`src/rtl/duckhunt_pkg.sv`:
```
// Shared types and defaults for the light-gun trigger controller.
//   gun_state_t   : per-gun trigger FSM state encoding
//   DEF_*         : default parameter values for gun_trigger_ctrl
//   clog2_min1()  : counter width helper that never returns 0
package duckhunt_pkg;

  typedef enum logic [1:0] {
    S_WAIT_RELEASE = 2'b00,
    S_READY        = 2'b01,
    S_SHOT         = 2'b11,
    S_COOLDOWN     = 2'b10
  } gun_state_t;

  localparam int DEF_NUM_GUNS        = 2;
  localparam int DEF_DEBOUNCE_CYCLES = 16;
  localparam int DEF_COOLDOWN_CYCLES = 8;
  localparam int DEF_MAX_AMMO        = 3;

  // Bits needed to hold values 0..v-1, with a floor of 1 bit.
  function automatic int clog2_min1(input int v);
    return (v <= 1) ? 1 : $clog2(v);
  endfunction

endpackage

```
`src/rtl/trigger_debounce.sv`:
```
// Two-flop synchronizer followed by a debounce filter for one raw trigger.
//   clk, reset_n : clock, asynchronous active-low reset
//   raw          : asynchronous trigger pin, 1 = pressed
//   level        : filtered trigger level (resets to 1 so a trigger held
//                  through reset reads as "still pressed")
// The filtered level flips on the edge where the synchronized input has
// disagreed with it for DEBOUNCE_CYCLES consecutive cycles; any agreeing
// cycle restarts the count.
module trigger_debounce
  import duckhunt_pkg::*;
#(
  parameter int DEBOUNCE_CYCLES = DEF_DEBOUNCE_CYCLES
) (
  input  logic clk,
  input  logic reset_n,
  input  logic raw,
  output logic level
);

  localparam int            CW       = clog2_min1(DEBOUNCE_CYCLES);
  localparam logic [CW-1:0] CNT_LAST = CW'(DEBOUNCE_CYCLES - 1);

  logic          sync1;
  logic          sync2;
  logic [CW-1:0] cnt;

  always_ff @(posedge clk or negedge reset_n) begin
    if (!reset_n) begin
      sync1 <= 1'b0;
      sync2 <= 1'b0;
      cnt   <= '0;
      level <= 1'b1;
    end else begin
      sync1 <= raw;
      sync2 <= sync1;
      if (sync2 != level) begin
        // This cycle is the DEBOUNCE_CYCLES-th disagreeing one: accept it.
        if (cnt == CNT_LAST) begin
          level <= sync2;
          cnt   <= '0;
        end else begin
          cnt <= cnt + 1'b1;
        end
      end else begin
        cnt <= '0;
      end
    end
  end

endmodule

```
`src/rtl/gun_trigger_ctrl.sv`:
```
// Multi-gun trigger controller: one debounced shot pulse per press, with
// release-before-refire, per-gun ammo and a post-shot cooldown.
//   clk, reset_n : clock, asynchronous active-low reset
//   enable       : game-active qualifier; low parks every gun in S_WAIT_RELEASE
//   trigger      : raw trigger pins, 1 = pressed
//   reload       : one-cycle refill request per gun
//   shot         : one-cycle registered fire pulse per gun
//   dry_fire     : one-cycle pulse when a press finds zero ammo
//   ammo         : remaining ammo, gun i at [i*AW +: AW]
//   empty        : 1 while that gun's ammo is 0
// Handshake: there is none; shot/dry_fire are single-cycle strobes that the
// consumer samples on the clock edge after they rise, with no back-pressure.
// Each gun's FSM state is held in g_gun[i].state for observation.
module gun_trigger_ctrl
  import duckhunt_pkg::*;
#(
  parameter  int NUM_GUNS        = DEF_NUM_GUNS,
  parameter  int DEBOUNCE_CYCLES = DEF_DEBOUNCE_CYCLES,
  parameter  int COOLDOWN_CYCLES = DEF_COOLDOWN_CYCLES,
  parameter  int MAX_AMMO        = DEF_MAX_AMMO,
  localparam int AW              = $clog2(MAX_AMMO + 1)
) (
  input  logic                   clk,
  input  logic                   reset_n,
  input  logic                   enable,
  input  logic [NUM_GUNS-1:0]    trigger,
  input  logic [NUM_GUNS-1:0]    reload,
  output logic [NUM_GUNS-1:0]    shot,
  output logic [NUM_GUNS-1:0]    dry_fire,
  output logic [NUM_GUNS*AW-1:0] ammo,
  output logic [NUM_GUNS-1:0]    empty
);

  localparam int             CDW       = clog2_min1(COOLDOWN_CYCLES + 1);
  localparam logic [CDW-1:0] CD_LAST   = CDW'((COOLDOWN_CYCLES > 0) ? COOLDOWN_CYCLES - 1 : 0);
  localparam logic [AW-1:0]  AMMO_FULL = AW'(MAX_AMMO);
  localparam logic [AW-1:0]  AMMO_ONE  = AW'(1);

  for (genvar g = 0; g < NUM_GUNS; g++) begin : g_gun
    logic           trig_f;
    gun_state_t     state;
    logic [AW-1:0]  ammo_q;
    logic [CDW-1:0] cd_cnt;
    logic           shot_q;
    logic           dry_q;
    logic           empty_q;
    logic           press;
    logic           has_ammo;

    trigger_debounce #(
      .DEBOUNCE_CYCLES(DEBOUNCE_CYCLES)
    ) u_debounce (
      .clk    (clk),
      .reset_n(reset_n),
      .raw    (trigger[g]),
      .level  (trig_f)
    );

    // A press is only acted on from S_READY while the game is active.
    assign press    = (state == S_READY) && enable && trig_f;
    assign has_ammo = (ammo_q != '0);

    always_ff @(posedge clk or negedge reset_n) begin
      if (!reset_n) begin
        state   <= S_WAIT_RELEASE;
        ammo_q  <= AMMO_FULL;
        cd_cnt  <= '0;
        shot_q  <= 1'b0;
        dry_q   <= 1'b0;
        empty_q <= 1'b0;
      end else begin
        shot_q <= 1'b0;
        dry_q  <= 1'b0;

        // A shot already showing on the output simply expires here, so
        // dropping enable never truncates a pulse.
        if (!enable) begin
          state  <= S_WAIT_RELEASE;
          cd_cnt <= '0;
        end else begin
          case (state)
            S_WAIT_RELEASE: begin
              if (!trig_f) state <= S_READY;
            end
            S_READY: begin
              if (trig_f) begin
                if (has_ammo) begin
                  state  <= S_SHOT;
                  shot_q <= 1'b1;
                end else begin
                  dry_q <= 1'b1;
                  state <= S_WAIT_RELEASE;
                end
              end
            end
            S_SHOT: begin
              cd_cnt <= '0;
              state  <= (COOLDOWN_CYCLES == 0) ? S_WAIT_RELEASE : S_COOLDOWN;
            end
            S_COOLDOWN: begin
              if (cd_cnt == CD_LAST) state <= S_WAIT_RELEASE;
              else                   cd_cnt <= cd_cnt + 1'b1;
            end
            default: state <= S_WAIT_RELEASE;
          endcase
        end

        // Reload wins over the decrement of a simultaneous shot.
        if (reload[g]) begin
          ammo_q  <= AMMO_FULL;
          empty_q <= 1'b0;
        end else if (press && has_ammo) begin
          ammo_q  <= ammo_q - 1'b1;
          empty_q <= (ammo_q == AMMO_ONE);
        end
      end
    end

    assign shot[g]              = shot_q;
    assign dry_fire[g]          = dry_q;
    assign empty[g]             = empty_q;
    assign ammo[g*AW +: AW]     = ammo_q;
  end

endmodule

```
`config.mk`:
```
export PLATFORM = sky130hd
export DESIGN_NAME = gun_trigger_ctrl
export DESIGN_NICKNAME = d
export VERILOG_FILES = /design/src/rtl/duckhunt_pkg.sv /design/src/rtl/trigger_debounce.sv /design/src/rtl/gun_trigger_ctrl.sv
export SDC_FILE = /design/constraint.sdc
export NUM_CORES = 1
export LEC_CHECK = 0
export CORE_UTILIZATION = 52
export CTS_CLUSTER_DIAMETER = 120
export DETAILED_ROUTE_END_ITERATION = 10
export DONT_BUFFER_PORTS = 1
export PLACE_DENSITY = 0.67
export SLEW_MARGIN = 20
export SYNTH_ARGS = -nofsm -noshare
export SYNTH_HDL_FRONTEND = slang
export SYNTH_SLANG_ARGS = --single-unit
```
`constraint.sdc`:
```
create_clock -name clk -period 1.7 [get_ports clk]
set_input_delay 0.34 -clock clk [delete_from_list [all_inputs] [get_ports clk]]
set_output_delay 0.34 -clock clk [all_outputs]
set_load 0.03 [all_outputs]
```
### Yosys cells after proc, flatten, opt, wreduce, memory -nomap -nowiden

Cells that the tools add are included.

* output and inout port bits: 10
* memories kept: 0
* ROM bits: 0
* input bits: 7
* memory bits (writable): 0
* register bits after elaboration: 36
* bits in latches: 0

* bitwise logic cells: 0
* $mul: 0
* muxes and demuxes: 46
* shift operators: 0
* eq/ne operators: 24
* $add $sub $neg: 6
* divide/modulo/power cells: 0
* reductions and logical operators: 18
* magnitude comparators: 0

Operators with widths (count)
* $mux W4: 8
* $mux W2: 14
* $mux W1: 20
* $ne A3 B3 Y1 const B: 6
* $add A4 B1 Y4 const B: 4
* $pmux W2 S4: 2
* $pmux W4 S2: 2
* $eq A2 B1 Y1 const B: 4
* $eq A2 B2 Y1 const B: 4
* $eq A4 B3 Y1 const B: 2
* $eq A4 B4 Y1 const B: 2
* $reduce_and A2 Y1: 4
* $reduce_bool A2 Y1: 4
* $logic_and A1 B1 Y1: 6
* $ne A3 B1 Y1 const B: 2
* $ne A3 B2 Y1 const B: 2
* $reduce_and A3 Y1: 2
* $logic_not A2 Y1: 2
* $sub A2 B1 Y2 const B: 2
* $ne A1 B1 Y1: 2

### Depth between registers and ports, before layout

* depth after elaboration: 6
* depth in mapped cells: 5

### Hierarchy

A second synthesis with hierarchy kept.

* cell total of the unflattened synthesis: 153
* area, all modules: 1747.9 um^2

Modules (own cells, without submodules)
* gun_trigger_ctrl: cells each 117, area each 1204.9 um^2, instances 1, sequential area each 555.5 um^2
* trigger_debounce: cells each 18, area each 271.5 um^2, instances 2, sequential area each 176.4 um^2

### Worst setup path after synthesis

Ideal clock, no wire load.

* path kind: register to register
* from: reg g_gun[1].ammo_q[0]
* to: reg g_gun[1].ammo_q[0]
* stages on the path, launching flop included: 5
* arrival time: 1.457 ns
* path slack: 0.168 ns
* clock period less this slack: 1.532 ns
* library setup time: 0.075 ns
* path buffers: 0
* data required time: 1.625 ns
* path through: dfstp_2 > inv_1 > ha_1 > nor3_2 > mux2i_1

* cells in the longest elaborated chain, start to end: 3

RTL lines
* start, declared: line gun_trigger_ctrl.sv:42 `logic [AW-1:0] ammo_q;`
* start signal, assigned: line gun_trigger_ctrl.sv:113 `ammo_q <= ammo_q - 1'b1;`
* $sub A2 B1 Y2 or $reduce_bool A2 Y1 (tied branches): line gun_trigger_ctrl.sv:113, gun_trigger_ctrl.sv:61
* $mux W2 or $logic_and A1 B1 Y1 (tied branches): line gun_trigger_ctrl.sv:112 `end else if (press && has_ammo) begin`
* $mux W2 or $reduce_bool A2 Y1 (tied branches)

Parallel ways exist; a longest one is shown, timed or not. The select of a mux whose other input is x is not followed.
A chain may end at the register's enable or synchronous reset.

### Worst setup path after layout

* from: reg g_gun[0].cd_cnt[0]
* to: reg g_gun[0].cd_cnt[0]

* cells in the longest elaborated chain, start to end: 4

RTL lines
* start, declared: line gun_trigger_ctrl.sv:43 `logic [CDW-1:0] cd_cnt;`
* start signal, assigned: line gun_trigger_ctrl.sv:102 `else cd_cnt <= cd_cnt + 1'b1;`
* $add A4 B1 Y4: line gun_trigger_ctrl.sv:102
* $mux W4: line gun_trigger_ctrl.sv:101 `if (cd_cnt == CD_LAST) state <= S_WAIT_RELEASE;`
* $pmux W4 S2: line gun_trigger_ctrl.sv:81 `case (state)`
* $mux W4: line gun_trigger_ctrl.sv:77 `if (!enable) begin`

Parallel ways exist; a longest one is shown, timed or not. The select of a mux whose other input is x is not followed.

==> Flow_metrics.wiki <==
{| class="wikitable"
! Metric !! Value
|-
| Syn Area/Cell || 11.1 um2
|-
| First-pass GRT wire length || 4640 um
|-
| Number of sinks handled by clock tree synthesis || 36
|-
| Worst Path Required || 1960 ps
|-
| Outcome || completed
|-
| Total number of yosys warnings || 0
|-
| Floorplan core area || 3080 um2
|-
| Critical register-to-register path startpoint || g_gun[0].cd_cnt[0]$_DFFE_PN0P_
|-
| Proportion of netlist area held by the largest area contributor || 0.438
|-
| Placement Cell Area || 1740 um2
|-
| Area of the mapped netlist || 1710 um2
|-
| Commonest cells after routing, fill and taps aside || sky130_fd_sc_hd__dfrtp_1, sky130_fd_sc_hd__nand3_1, sky130_fd_sc_hd__nand2_1, sky130_fd_sc_hd__inv_1
|-
| Pin slew with the least headroom to its limit || 379 ps
|-
| Part of the Yosys area used for sequential elements || 0.530
|-
| Start point of the critical path || g_gun[0].cd_cnt[0]$_DFFE_PN0P_
|-
| Startpoint of the tightest hold check path || reload[0]
|-
| Vias after detailed routing || 1154
|-
| Number of antenna violations at the first check in global routing || 0
|-
| # nets final || 178
|-
| Chip Width || 59.4 um
|-
| Critical path startpoint category || flip-flop
|-
| Number of standard cells in the layout, taps in and fillers out || 208
|-
| Row count || 20
|-
| Post-detailed-placement half-perimeter wirelength || 1860 um
|-
| Port bufs || 0
|-
| Cell accounting for the most synthesized area || sky130_fd_sc_hd__dfrtp_1
|-
| PnR worst setup slack || 71.7 ps
|-
| Tot GR Track Use || 0.183
|-
| Cell with the largest stage delay on the worst path || sky130_fd_sc_hd__or4b_1
|-
| Detail-routed via count per cell || 5.55
|-
| Type of element capturing the critical path || flip-flop
|-
| Final Wtd Congestion || 0.824
|-
| Clock edge transition at the registers on the reported setup and hold paths || 100 ps
|-
| Cell count after synthesis || 155
|-
| Max-cap violation count || 0
|-
| Number of detailed-routing iterations run before antenna repair || 4
|-
| Root buf cell || sky130_fd_sc_hd__clkbuf_4
|-
| Netlist cell types || 41
|-
| Power density over the cells || 794 nW/um2
|-
| Die Outline Area || 3530 um2
|-
| Commonest non-fill, non-tap cell in the layout || sky130_fd_sc_hd__dfrtp_1
|-
| WS Path Type || reg -> reg
|-
| Net count after synthesis || 170
|-
| Cell types occupying the most area after synthesis || sky130_fd_sc_hd__dfrtp_1, sky130_fd_sc_hd__dfstp_2, sky130_fd_sc_hd__ha_1
|-
| Detailed-route DRC error count || 0
|-
| Total global routing overflow || 0
|-
| Latest clock arrival within the worst-skew pair || 340 ps
|-
| Post-DRT Antenna Nets || 0
|-
| Setup TNS || 0 ps
|-
| Worst-path fanout max || 5
|-
| Final critical-path share of the clock period || 0.958
|-
| Final Max Tran Viols || 0
|-
| Filler Cells Inserted || 280
|-
| Hold violation count in the final report || 0
|-
| Count of routing violations after the opening detailed-route iteration || 76
|-
| Hold WC Path Type || in -> reg
|-
| Shortest period the worst path allows || 1630 ps
|-
| Worst slack after detailed placement || 74.9 ps
|-
| Synth-to-layout area growth || 8.76%
|-
| Antenna diode count || 0
|-
| Worst clock skew || 5.76 ps
|-
| Arrival time at the worst endpoint || 1890 ps
|-
| Routed wire length per instance || 12.8 um
|-
| Longest Clk Path Bufs || 2
|-
| Static Leakage || 0.836 nW
|-
| Stage delay of the slowest cell on the critical path || 460 ps
|-
| Total Power || 0.00148 W
|-
| Unrepaired setup endpoints after global routing || false
|-
| Clock tree from TritonCTS || built
|-
| Max-slew headroom at the worst pin || 0.746
|-
| Proportion of layout cells with a drive suffix above 1 || 0.152
|-
| IO Count || 17
|-
| H-tree levels || 2
|-
| Highest clock frequency the design can meet || 0.614 GHz
|-
| Initial Utilization || 0.557
|-
| Highest ir drop seen on vdd || 0.000449 V
|-
| TritonCTS buffer count || 5
|-
| Final wirelength || 2660 um
|-
| Yosys reg bits || 36
|-
| Largest net degree at the start of global routing || 37
|-
| Vias in the first global route || 1067
|-
| Cell Count Post-Placement || 196
|-
| Die outline height || 59.4 um
|-
| Total non-filler cell area in the finished layout || 1860 um2
|-
| Final setup fails || 0
|-
| List of cells traversed by the critical path || ha_2, and3b_1, or4b_1, a31oi_1
|}
-- final cells by class --
type | instances | area [um2] | share of cell area
Timing Repair Buffer | 8 | 80.1 | 0.0430
Multi-Input combinational cell | 103 | 718 | 0.385
Sequential cell | 36 | 908 | 0.487
Clock buffer | 8 | 68.8 | 0.0369
Inverter | 9 | 33.8 | 0.0181
Tap cell | 44 | 55.1 | 0.0295
-- state kept, by name, summed over array words and instances (netlist names) --
name,cells
g_gun.ammo_q,4
g_gun.cd_cnt,8
g_gun.dry_q,2
g_gun.empty_q,2
g_gun.shot_q,2
g_gun.state,4
g_gun.u_debounce.cnt,8
g_gun.u_debounce.level,2
g_gun.u_debounce.sync1,2
g_gun.u_debounce.sync2,2
-- stage by stage --
step	hold WS, ps	utilization
2_1_floorplan	44.4	-
3_3_place_gp	45.2	0.566
3_5_place_dp	45.4	0.566
4_1_cts	4.49	0.602
5_1_grt	17.5	0.606
6_report	47.5	0.606
-- repair_timing --
item	in CTS	in global routing
setup buffers	0	0
hold buffers	3	1
gates resized for setup	0	1
endpoints found under the setup margin	0	1
hold endpoints to repair	37	1
-- critical path: cells and delay by family (launching register included) --
kind | cells | cell delay (ps)
AOI/OAI and AO/OA | 1 | 190
adders and majority gates | 1 | 230
DFF | 1 | 430
and+or+nand+nor | 2 | 690
-- layer usage --
metal | vias up | share of wire | GRT usage
li1 | 569 | - | -
met5 | - | 0 | 0
met2 | 16 | 0.47 | 0.273
met1 | 561 | 0.46 | 0.234
met3 | 8 | 0.034 | 0.0546
met4 | 0 | 0.030 | 0.112
-- synth_stat cells (all sizes together) --
cell type,n
a211oi,2
a21boi,1
a21o,1
a21oi,6
a221o,1
a311oi,1
a31o,2
a31oi,2
and3,1
and3b,2
buf,7
dfrtp,30
dfstp,6
ha,8
inv,9
mux2,2
mux2i,3
nand2,11
nand2b,3
nand3,12
nand3b,2
nand4b,3
nand4bb,1
nor2,7
nor2b,7
nor3,2
nor3b,2
nor4,1
o211ai,1
o21ai,5
o21bai,1
o311a,1
o311ai,2
or2b,1
or3,2
or4,1
or4b,2
xnor2,4
-- path summary, 6_finish.rpt --
path / slack, ps / cells past startpoint / to
setup reg to reg: 70 / 4 / g_gun[0].cd_cnt[0]$_DFFE_PN0P_
max in group asynchronous: 1020 / 2 / g_gun[1].u_debounce.level$_DFFE_PN1P_
hold reg to reg: 360 / 0 / g_gun[1].u_debounce.sync2$_DFF_PN0_
setup / recovery: 70 / 4 / g_gun[0].cd_cnt[0]$_DFFE_PN0P_
hold / removal: 50 / 1 / g_gun[0].empty_q$_DFFE_PN0P_
min in group asynchronous: 440 / 2 / g_gun[1].state[0]$_DFFE_PN0P_
-- report_power, final --
part | switching, W | leakage (nW) | internal [W]
clock network | 0.000273 | 0.0386 | 0.000243
registers | 0.0000185 | 0.463 | 0.000875
logic | 0.0000371 | 0.334 | 0.0000334
total | 0.000329 | 0.836 | 0.00115
-- cell families after synthesis --
group           share of synthesized area
buf+inv                            0.0526
compound gates                      0.103
fa+ha+maj                          0.0584
mux                                0.0307
flops                               0.530
xor+xnor                           0.0204
simple gates                        0.205
No activity file was read; power rests on OpenSTA's default activity.
